===== src/rtl/scan_pkg.sv =====
// Shared definitions for the decoder scan sequencer.
//   state_t  : sequencer states (IDLE, ACTIVE, GAP)
//   NUM_CH   : number of decoder channels (fixed at 8)
//   SEL_W    : select width (3 bits: A,B,C)
//   chan_t   : channel index type
//   lowest_set() : index of the lowest set bit of a channel mask
package scan_pkg;

  localparam int NUM_CH = 8;
  localparam int SEL_W  = 3;

  typedef logic [SEL_W-1:0] chan_t;

  typedef enum logic [1:0] {
    IDLE   = 2'd0,
    ACTIVE = 2'd1,
    GAP    = 2'd2
  } state_t;

  // Returns 0 for an empty mask; callers check emptiness separately.
  function automatic chan_t lowest_set(input logic [NUM_CH-1:0] mask);
    chan_t idx;
    idx = '0;
    for (int i = NUM_CH - 1; i >= 0; i--) begin
      if (mask[i]) idx = i[SEL_W-1:0];
    end
    return idx;
  endfunction

endpackage


===== src/rtl/scan_next_chan.sv =====
// Combinational channel finder for the scan sequencer.
// Ports:
//   mask     in  [NUM_CH-1:0]  channel mask to search
//   cur      in  chan_t        current channel index
//   next_idx out chan_t        next set bit above cur, wrapping to the lowest
//   wrap     out               no set bit above cur (next_idx wrapped)
//   lowest   out chan_t        lowest set bit of mask
//   empty    out               mask has no bits set
module scan_next_chan
  import scan_pkg::*;
(
  input  logic [NUM_CH-1:0] mask,
  input  chan_t             cur,
  output chan_t             next_idx,
  output logic              wrap,
  output chan_t             lowest,
  output logic              empty
);

  chan_t above_idx;
  logic  found_above;

  // Searching downward lets the last hit win, giving the lowest qualifying bit.
  always_comb begin
    above_idx   = '0;
    found_above = 1'b0;
    for (int i = NUM_CH - 1; i >= 0; i--) begin
      if (mask[i] && (i > int'(cur))) begin
        above_idx   = i[SEL_W-1:0];
        found_above = 1'b1;
      end
    end
  end

  assign lowest   = lowest_set(mask);
  assign empty    = (mask == '0);
  assign wrap     = !found_above;
  assign next_idx = found_above ? above_idx : lowest;

endmodule


===== src/rtl/decoder_scan_sequencer.sv =====
// Scan sequencer driving a 3-to-8 one-hot decoder (A,B,C,en).
// Steps through the channels set in chan_mask, holding each enabled for
// max(dwell,1) cycles. Mask and dwell are latched only at frame boundaries.
// Build option SCAN_GAP_EN: when defined, a one-cycle blanking GAP state
// (en low, select held) is inserted between channels; when undefined the
// enable stays high across channel changes.
// Ports:
//   clk, rst     clock; asynchronous active-high reset
//   start        1-cycle scan request, honoured only in IDLE
//   stop         end scanning after the current dwell (level or pulse)
//   dwell        enabled cycles per channel (0 behaves as 1)
//   chan_mask    bit i set = channel i is scanned
//   sel_a/b/c    registered select, A = MSB
//   sel_en       registered decoder enable
//   busy         high whenever not IDLE
//   frame_done   1-cycle pulse after the last channel of a frame finishes
module decoder_scan_sequencer
  import scan_pkg::*;
#(
  parameter int DWELL_W = 8,
  parameter int NUM_CH  = 8
) (
  input  logic               clk,
  input  logic               rst,
  input  logic               start,
  input  logic               stop,
  input  logic [DWELL_W-1:0] dwell,
  input  logic [NUM_CH-1:0]  chan_mask,
  output logic               sel_a,
  output logic               sel_b,
  output logic               sel_c,
  output logic               sel_en,
  output logic               busy,
  output logic               frame_done
);

  state_t             state, state_d;
  chan_t              sel_q, sel_d;
  logic [DWELL_W-1:0] cnt, cnt_d;
  logic [DWELL_W-1:0] dwell_q, dwell_d;
  logic [NUM_CH-1:0]  mask_q, mask_d;
  logic               stop_pending, stop_d;
  logic               en_q, en_d;
  logic               busy_q, busy_d;
  logic               fd_q, fd_d;
  logic               advance;

  logic [NUM_CH-1:0]  find_mask;
  chan_t              next_idx;
  chan_t              lowest;
  logic               wrap;
  logic               mask_empty;

  // Counter load value: a dwell of 0 is treated as 1 cycle.
  function automatic logic [DWELL_W-1:0] dwell_load(input logic [DWELL_W-1:0] d);
    return (d == '0) ? '0 : d - 1'b1;
  endfunction

  // In IDLE the finder looks at the live mask to pick the first channel;
  // otherwise it walks the mask latched for the current frame.
  assign find_mask = (state == IDLE) ? chan_mask : mask_q;

  scan_next_chan u_next (
    .mask     (find_mask),
    .cur      (sel_q),
    .next_idx (next_idx),
    .wrap     (wrap),
    .lowest   (lowest),
    .empty    (mask_empty)
  );

  // Next-state and next-output logic. Outputs are computed here and
  // registered below, so nothing from an input reaches a pin combinationally.
  always_comb begin
    state_d = state;
    sel_d   = sel_q;
    cnt_d   = cnt;
    mask_d  = mask_q;
    dwell_d = dwell_q;
    stop_d  = stop_pending;
    en_d    = 1'b0;
    fd_d    = 1'b0;
    advance = 1'b0;

    case (state)
      IDLE: begin
        if (start && !mask_empty) begin
          state_d = ACTIVE;
          mask_d  = chan_mask;
          dwell_d = dwell;
          sel_d   = lowest;
          cnt_d   = dwell_load(dwell);
          en_d    = 1'b1;
        end
      end
      ACTIVE: begin
        if (cnt != '0) begin
          cnt_d = cnt - 1'b1;
          en_d  = 1'b1;
        end else begin
          // wrap means no channel above this one: it closes the frame.
          fd_d = wrap;
`ifdef SCAN_GAP_EN
          state_d = GAP;
`else
          advance = 1'b1;
`endif
        end
      end
`ifdef SCAN_GAP_EN
      GAP: advance = 1'b1;
`endif
      default: state_d = IDLE;
    endcase

    if ((state != IDLE) && stop) stop_d = 1'b1;

    // Move on to the next channel; a wrap starts a new frame, so the
    // live mask and dwell are re-latched before choosing the channel.
    if (advance) begin
      if (stop_pending || stop) begin
        state_d = IDLE;
      end else if (wrap) begin
        mask_d  = chan_mask;
        dwell_d = dwell;
        if (chan_mask == '0) begin
          state_d = IDLE;
        end else begin
          state_d = ACTIVE;
          sel_d   = lowest_set(chan_mask);
          cnt_d   = dwell_load(dwell);
          en_d    = 1'b1;
        end
      end else begin
        state_d = ACTIVE;
        sel_d   = next_idx;
        cnt_d   = dwell_load(dwell_q);
        en_d    = 1'b1;
      end
    end

    // Start beats a simultaneous stop, and no stop survives into IDLE.
    if (state_d == IDLE) stop_d = 1'b0;
    busy_d = (state_d != IDLE);
  end

  // State and registered outputs; reset clears the decoder drive at once.
  always_ff @(posedge clk or posedge rst) begin
    if (rst) begin
      state        <= IDLE;
      sel_q        <= '0;
      cnt          <= '0;
      dwell_q      <= '0;
      mask_q       <= '0;
      stop_pending <= 1'b0;
      en_q         <= 1'b0;
      busy_q       <= 1'b0;
      fd_q         <= 1'b0;
    end else begin
      state        <= state_d;
      sel_q        <= sel_d;
      cnt          <= cnt_d;
      dwell_q      <= dwell_d;
      mask_q       <= mask_d;
      stop_pending <= stop_d;
      en_q         <= en_d;
      busy_q       <= busy_d;
      fd_q         <= fd_d;
    end
  end

  assign sel_a      = sel_q[2];
  assign sel_b      = sel_q[1];
  assign sel_c      = sel_q[0];
  assign sel_en     = en_q;
  assign busy       = busy_q;
  assign frame_done = fd_q;

endmodule

===== config.mk =====
export PLATFORM = sky130hd
export DESIGN_NAME = decoder_scan_sequencer
export DESIGN_NICKNAME = d
export VERILOG_FILES = /design/src/rtl/scan_pkg.sv /design/src/rtl/scan_next_chan.sv /design/src/rtl/decoder_scan_sequencer.sv
export SDC_FILE = /design/constraint.sdc
export NUM_CORES = 1
export LEC_CHECK = 0
export ABC_CLOCK_PERIOD_IN_PS = 2400
export CAP_MARGIN = 20
export CORE_MARGIN = 5
export CORE_UTILIZATION = 32
export DETAILED_ROUTE_END_ITERATION = 6
export PLACE_DENSITY_LB_ADDON = 0.3
export SYNTH_ARGS = -nofsm -noshare
export SYNTH_HDL_FRONTEND = slang
export SYNTH_SLANG_ARGS = --single-unit

===== constraint.sdc =====
create_clock -name clk -period 2.4 [get_ports clk]
set_clock_uncertainty 0.15 [all_clocks]
set_input_delay 0.6 -clock clk [delete_from_list [all_inputs] [get_ports clk]]
set_output_delay 0.6 -clock clk [all_outputs]
set_load 0.01 [all_outputs]

---- Yosys cells after proc, flatten, opt, wreduce, memory -nomap -nowiden ----
Index checks and enable logic that the tools add are counted.
word-level totals
  output and inout port bits .............. 6
  word-level logic and storage cells ...... 117
  bits of input ports ..................... 20
  register bits after elaboration ......... 33
operators by class
  multiplexer cells ....................... 75
  magnitude comparators ................... 7
  reduce and logical (&&, ||, !) cells .... 22
  $add $sub $neg .......................... 3
  equal/unequal tests ..................... 1
operators by type and width
  cell                   number
  $mux W8                19
  $mux W3                29
  $logic_not A8 Y1       4
  $sub A8 B1 Y8 const B  3
  $mux W1                20
  $pmux W8 S2            1
  $gt A3 B3 Y1 const A   4
  $logic_and A1 B1 Y1    9
  $mux W2                4
  $reduce_bool A8 Y1     1
  $gt A2 B3 Y1 const A   2
  $reduce_bool A2 Y1     3
  $logic_not A2 Y1       2
  $pmux W2 S2            1
  $gt A1 B3 Y1 const A   1
  $eq A2 B1 Y1 const B   1
  $logic_not A1 Y1       2
  $pmux W1 S2            1
  $logic_or A1 B1 Y1     1

---- Logic depth before layout (Yosys ltp) ----
  depth in word-level cells ............... 16
  mapped depth ............................ 10
  gate-level depth less buffers ........... 8

---- Modules after synthesis ----
From an unflattened synthesis, not the netlist that was laid out.
unflattened totals
  cells, all modules ...................... 263
  area, all modules ....................... 2433.6 um^2
modules (own cells, without submodules)
  module                  seq. area each (um^2)  cells an instance  times used  area an instance (um^2)
  decoder_scan_sequencer  825.8                  214                1           2122.0
  scan_next_chan          0.0                    49                 1           311.5

---- Worst setup path before layout ----
No wires, ideal clock.
  kind .................................... flip-flop to flip-flop
  start ................................... reg cnt[0]
  end ..................................... reg dwell_q[2]
  buffers on the path ..................... 2
  period minus slack after synthesis ...... 2.603 ns
  arrival ................................. 2.328 ns
  path slack .............................. -0.203 ns
  data required time ...................... 2.125 ns
  stages on the path, launching flop included .. 10
  setup time .............................. 0.125 ns
  cells stage by stage .................... dfrtp_1 -> inv_1 -> ha_1 -> nor4b_4 -> nand2_2 -> or4_1 -> o21a_1 -> buf_6 -> buf_6 -> mux2_4
between the ends
  cells in the longest elaborated chain, start to end .. 4
RTL lines
  element                 line                           text
  from (decl)             decoder_scan_sequencer.sv:39   logic [DWELL_W-1:0] cnt, cnt_d;
  from (signal assigned)  decoder_scan_sequencer.sv:162  cnt <= cnt_d;
  $reduce_bool A8 Y1      decoder_scan_sequencer.sv:97   if (cnt != '0) begin
  $mux W1                 decoder_scan_sequencer.sv:97
  $mux W1                 decoder_scan_sequencer.sv:85   case (state)
  $mux W8                 decoder_scan_sequencer.sv:120  if (advance) begin
  net dwell_d[2]          decoder_scan_sequencer.sv:40   logic [DWELL_W-1:0] dwell_q, dwell_d;
  to (signal assigned)    decoder_scan_sequencer.sv:163  dwell_q <= dwell_d;
  to (decl)               decoder_scan_sequencer.sv:40
The timed path passes the listed nets, and every way through them passes these cells.
A chain may end at the register's enable or synchronous reset.

---- Worst setup path after layout ----
  start ................................... reg state[0]
  end ..................................... reg dwell_q[5]
between the ends
  cells in the longest elaborated chain, start to end .. 13
  elaborated cells on any way between the ends .. 26
  classes of those cells .................. eq/ne: 1; mux: 14; reduce/logical: 11
RTL lines
  element                 line                                                        text
  from (decl)             decoder_scan_sequencer.sv:37                                state_t state, state_d;
  from (signal assigned)  decoder_scan_sequencer.sv:160                               state <= state_d;
  $logic_not A2 Y1        decoder_scan_sequencer.sv:61, decoder_scan_sequencer.sv:85
  $mux W8                 decoder_scan_sequencer.sv:61                                assign find_mask = (state == IDLE) ? chan_mask : mask_q;
  $logic_and A1 B1 Y1     scan_next_chan.sv:28                                        if (mask[i] && (i > int'(cur))) begin
  $mux W1 (7 in a row)    scan_next_chan.sv:28
  $mux W8                 decoder_scan_sequencer.sv:123                               end else if (wrap) begin
  $mux W8                 decoder_scan_sequencer.sv:121                               if (stop_pending || stop) begin
  $mux W8 *               decoder_scan_sequencer.sv:120
  net dwell_d[5]          decoder_scan_sequencer.sv:40
Mark *: on every way through the listed nets, which the timed path passes. The rest lies on a longest branch.

==> results.sh <==
export IMPL_status="finished with violations"
export IMPL_violations="negative setup slack"
export IMPL_synth_edff_count=0
export IMPL_startpoint_type="register"
export IMPL_num_nets_final=415
export IMPL_fmax_mhz=402.2
export IMPL_place_gp_congestion=0.8697
export IMPL_hold_path_depth=1
export IMPL_totalPowerFinal_mw=2.568
export IMPL_r2r_end="dwell_q[5]"
export IMPL_path_class="register to register"
export IMPL_die_height_um=101.1
export IMPL_port_buffer_count=25
export IMPL_clk_pin_slew_ns=0.07
export IMPL_die_area_sq_um=10220
export IMPL_syn_to_final_growth_pct=42.88
export IMPL_leakage_nw=1.695
export IMPL_wl_met2_um=3985
export IMPL_die_width_um=101.1
export IMPL_yosys_warnings=0
export IMPL_highest_layer="met4"
export IMPL_cap_violations=0
export IMPL_rows=33
export IMPL_period_minus_slack_ns=2.486
export IMPL_crit_fanout=8
export IMPL_crit_arrival_ns=2.51
export IMPL_post_drt_wl_per_cell_um=16.04
export IMPL_dr_pass1_iters=4
export IMPL_crit_top_cell="buf_6"
export IMPL_multi_input_area_sq_um=1846
export IMPL_synth_common_cells="33 x dfrtp_1, 30 x nor2_1, 17 x a21oi_1, 17 x mux2i_1, 17 x nand2_1"
export IMPL_hold_ws_ns=0.3671
export IMPL_syn_inst=295
export IMPL_cts_root_buf="clkbuf_8"
export IMPL_clock_path_buffers=2
export IMPL_synthTopCellsByArea="dfrtp_1 31%, mux2i_1 6.4%, mux2_4 5.1%, nor2_1 4.2%, mux2_2 3.8%"
export IMPL_final_util=0.4664
export IMPL_r2r_start="state[0]"
export IMPL_via_per_inst=5.427
export IMPL_finalHoldViolCount=0
export IMPL_wl_met3_um=372
export IMPL_rsz0062_at_grt="yes"
export IMPL_r2r_slack_ns=-0.09
export IMPL_track_usage=0.1676
export IMPL_synth_seq_cells=33
export IMPL_dp_slack_ns=-0.5512
export IMPL_post_synth_instance_area_sq_um=2655
export IMPL_slowest_stage="dfrtp_2"
export IMPL_cts_hold_buf=0
export IMPL_start_util=0.3264
export IMPL_insertion_delay_ns=0.28
export IMPL_vias=2697
export IMPL_worst_hold_startpoint="mask_q[0]"
export IMPL_io_pins=26
export IMPL_synthArstFlopShare=1.000
export IMPL_power_density_nw_per_um2=677.0
export IMPL_drt_iter0_drc=107
export IMPL_core_sq_um=8134
export IMPL_register_area_sq_um=828.3
export IMPL_ys_seq_area_frac=0.3110
export IMPL_n_antenna_cell=0
export IMPL_grt_start_max_net_pins=34
export IMPL_required_ns=2.42
export IMPL_routed_wl_um=7974
export IMPL_m1WireLength_um=3538
export IMPL_syn_num_nets=319
export IMPL_drc_errors=0
export IMPL_whs_endpoint="mask_q[0]"
export IMPL_cts_tree="done"
export IMPL_finalCritPeriodShare=1.036
export IMPL_ys_types=61
export IMPL_htree_levels=2
export IMPL_layout_drive_gt1_share=0.3724
export IMPL_synth_top_area_share=0.3110
export IMPL_grt_first_pass_wirelength_um=13600
export IMPL_worstSetupEndpointType="register"
export IMPL_antenna_found_initial=0
export IMPL_hpwl_um=6008
export IMPL_r2r_cells=8
export IMPL_hold_path_class="register to register"
export IMPL_yosys_area_top_type="dfrtp_1"
export IMPL_cpPeakStageDelay_ns=0.46
export IMPL_setup_slack_ns=-0.08643
export IMPL_syn_avg_cell_area_sq_um=9.000
export IMPL_gr_total_overflow=0
export IMPL_finalSetupViolCount=22
export IMPL_yosys_cell_count_top_type="dfrtp_1"
export IMPL_peakVddDrop_v=0.0002391
export IMPL_worstPathCellList="buf_6 > or3_4 > o211a_4 > nor4b_4 > nand2_1 > o21a_4 > buf_6 > mux2_4"
export IMPL_cts_buffers=5
export IMPL_grt_pass1_vias=2738
export IMPL_clock_sinks=33
export IMPL_fill_cells=770
export IMPL_drv_slew=0
export IMPL_yosys_most_used_dff="dfrtp_1"
export IMPL_ant_nets=0
[cell usage in the layout, fill, tap and decap left out, types with 3 or more instances in the layout]
cell type        synthesis  final
a21oi_2                  0      5
or3b_4                   0      3
a31oi_1                  5      5
o21bai_1                 4      4
nor4_1                   3      3
o2bb2ai_1                3      3
inv_2                    0      3
o21ai_0                 13     10
inv_1                   12      9
nand3_1                  7      7
mux2i_1                 17     17
mux2_2                   9      9
dlygate4sd2_1            0      8
mux2_4                   9      9
nor4b_4                  2      4
a21oi_1                 17     12
or3_4                    0      3
dfrtp_1                 33     31
o22ai_1                  5      5
buf_6                    3      3
clkdlybuf4s50_1          0     16
nor3_1                   7      7
o21a_1                   5      4
o21ai_1                  2      5
nand2_1                 17     17
a21o_1                   4      4
buf_4                    0     73
o211ai_1                 3      3
clkbuf_8                 0      7
nor2_1                  30     30
xnor2_1                  3      3
o31ai_1                  7      6
nand4_1                  3      3
[flip-flops by register name, summed over array words and instances, names as in the netlist]
name,cells
busy,1
cnt,8
dwell_q,8
frame_done,1
mask_q,8
sel_en,1
sel_q,3
state,2
stop_pending,1
[per-layer routing]
metal  global-route usage  vias to the layer above
met5                    0                        -
met4              0.03988                        0
met3              0.03114                       10
met2               0.2857                       62
met1               0.2184                     1319
li1                     -                     1306
[area by class of cell]
class / count / share of cell area
flip-flops and latches: 33 / 0.2183
clock buffers: 7 / 0.02540
well taps: 105 / 0.03463
multi-input cells: 237 / 0.4865
clock inverters: 1 / 0.001319
inverters: 12 / 0.01187
repair buffers: 102 / 0.2220
[kinds of logic after synthesis]
group / after synthesis / share of synthesized area
xor+xnor: 4 / 0.01320
other cells: 1 / 0.001412
mux: 35 / 0.1532
compound gates: 90 / 0.2338
buf+inv: 25 / 0.04665
simple gates: 103 / 0.2220
fa+ha+maj: 4 / 0.01885
flops: 33 / 0.3110
[critical path: cells and delay by family (launching register included)]
family | cells | cell delay [ns]
compound gates | 2 | 0.41
buf+inv | 2 | 0.28
flops | 1 | 0.46
mux | 1 | 0.29
simple gates | 3 | 0.79
[per-stage QoR]
stage,std cells,area (sq um),setup TNS (ns)
after global routing,497,3794,-3.555
after global placement,480,3487,-15.32
final,497,3794,-1.401
after CTS,498,3797,-1.481
after detailed placement,480,3487,-15.08
after floorplan,295,2665,-1.575
[report_power, final]
part | switching, mW | internal [mW]
Clock | 0.214 | 0.260
Combinational | 0.540 | 0.679
Sequential | 0.178 | 0.697
[worst max-delay path by stage]
stage | start | depth (start not counted) | to
floorplan | cnt[0] | 9 | dwell_q[2]
global placement | chan_mask[1] | 8 | mask_q[3]
detailed placement | chan_mask[1] | 8 | mask_q[7]
CTS | state[0] | 9 | dwell_q[4]
global route | state[0] | 8 | mask_q[6]
finish | state[0] | 8 | dwell_q[5]
[timing repair]
action	in CTS	in global routing
pin swaps	16	9
gates resized for setup	45	8
endpoints found under the setup margin	31	31
cloned	1	0
buffers inserted	9	1
Power figures use the tool's default switching activity.
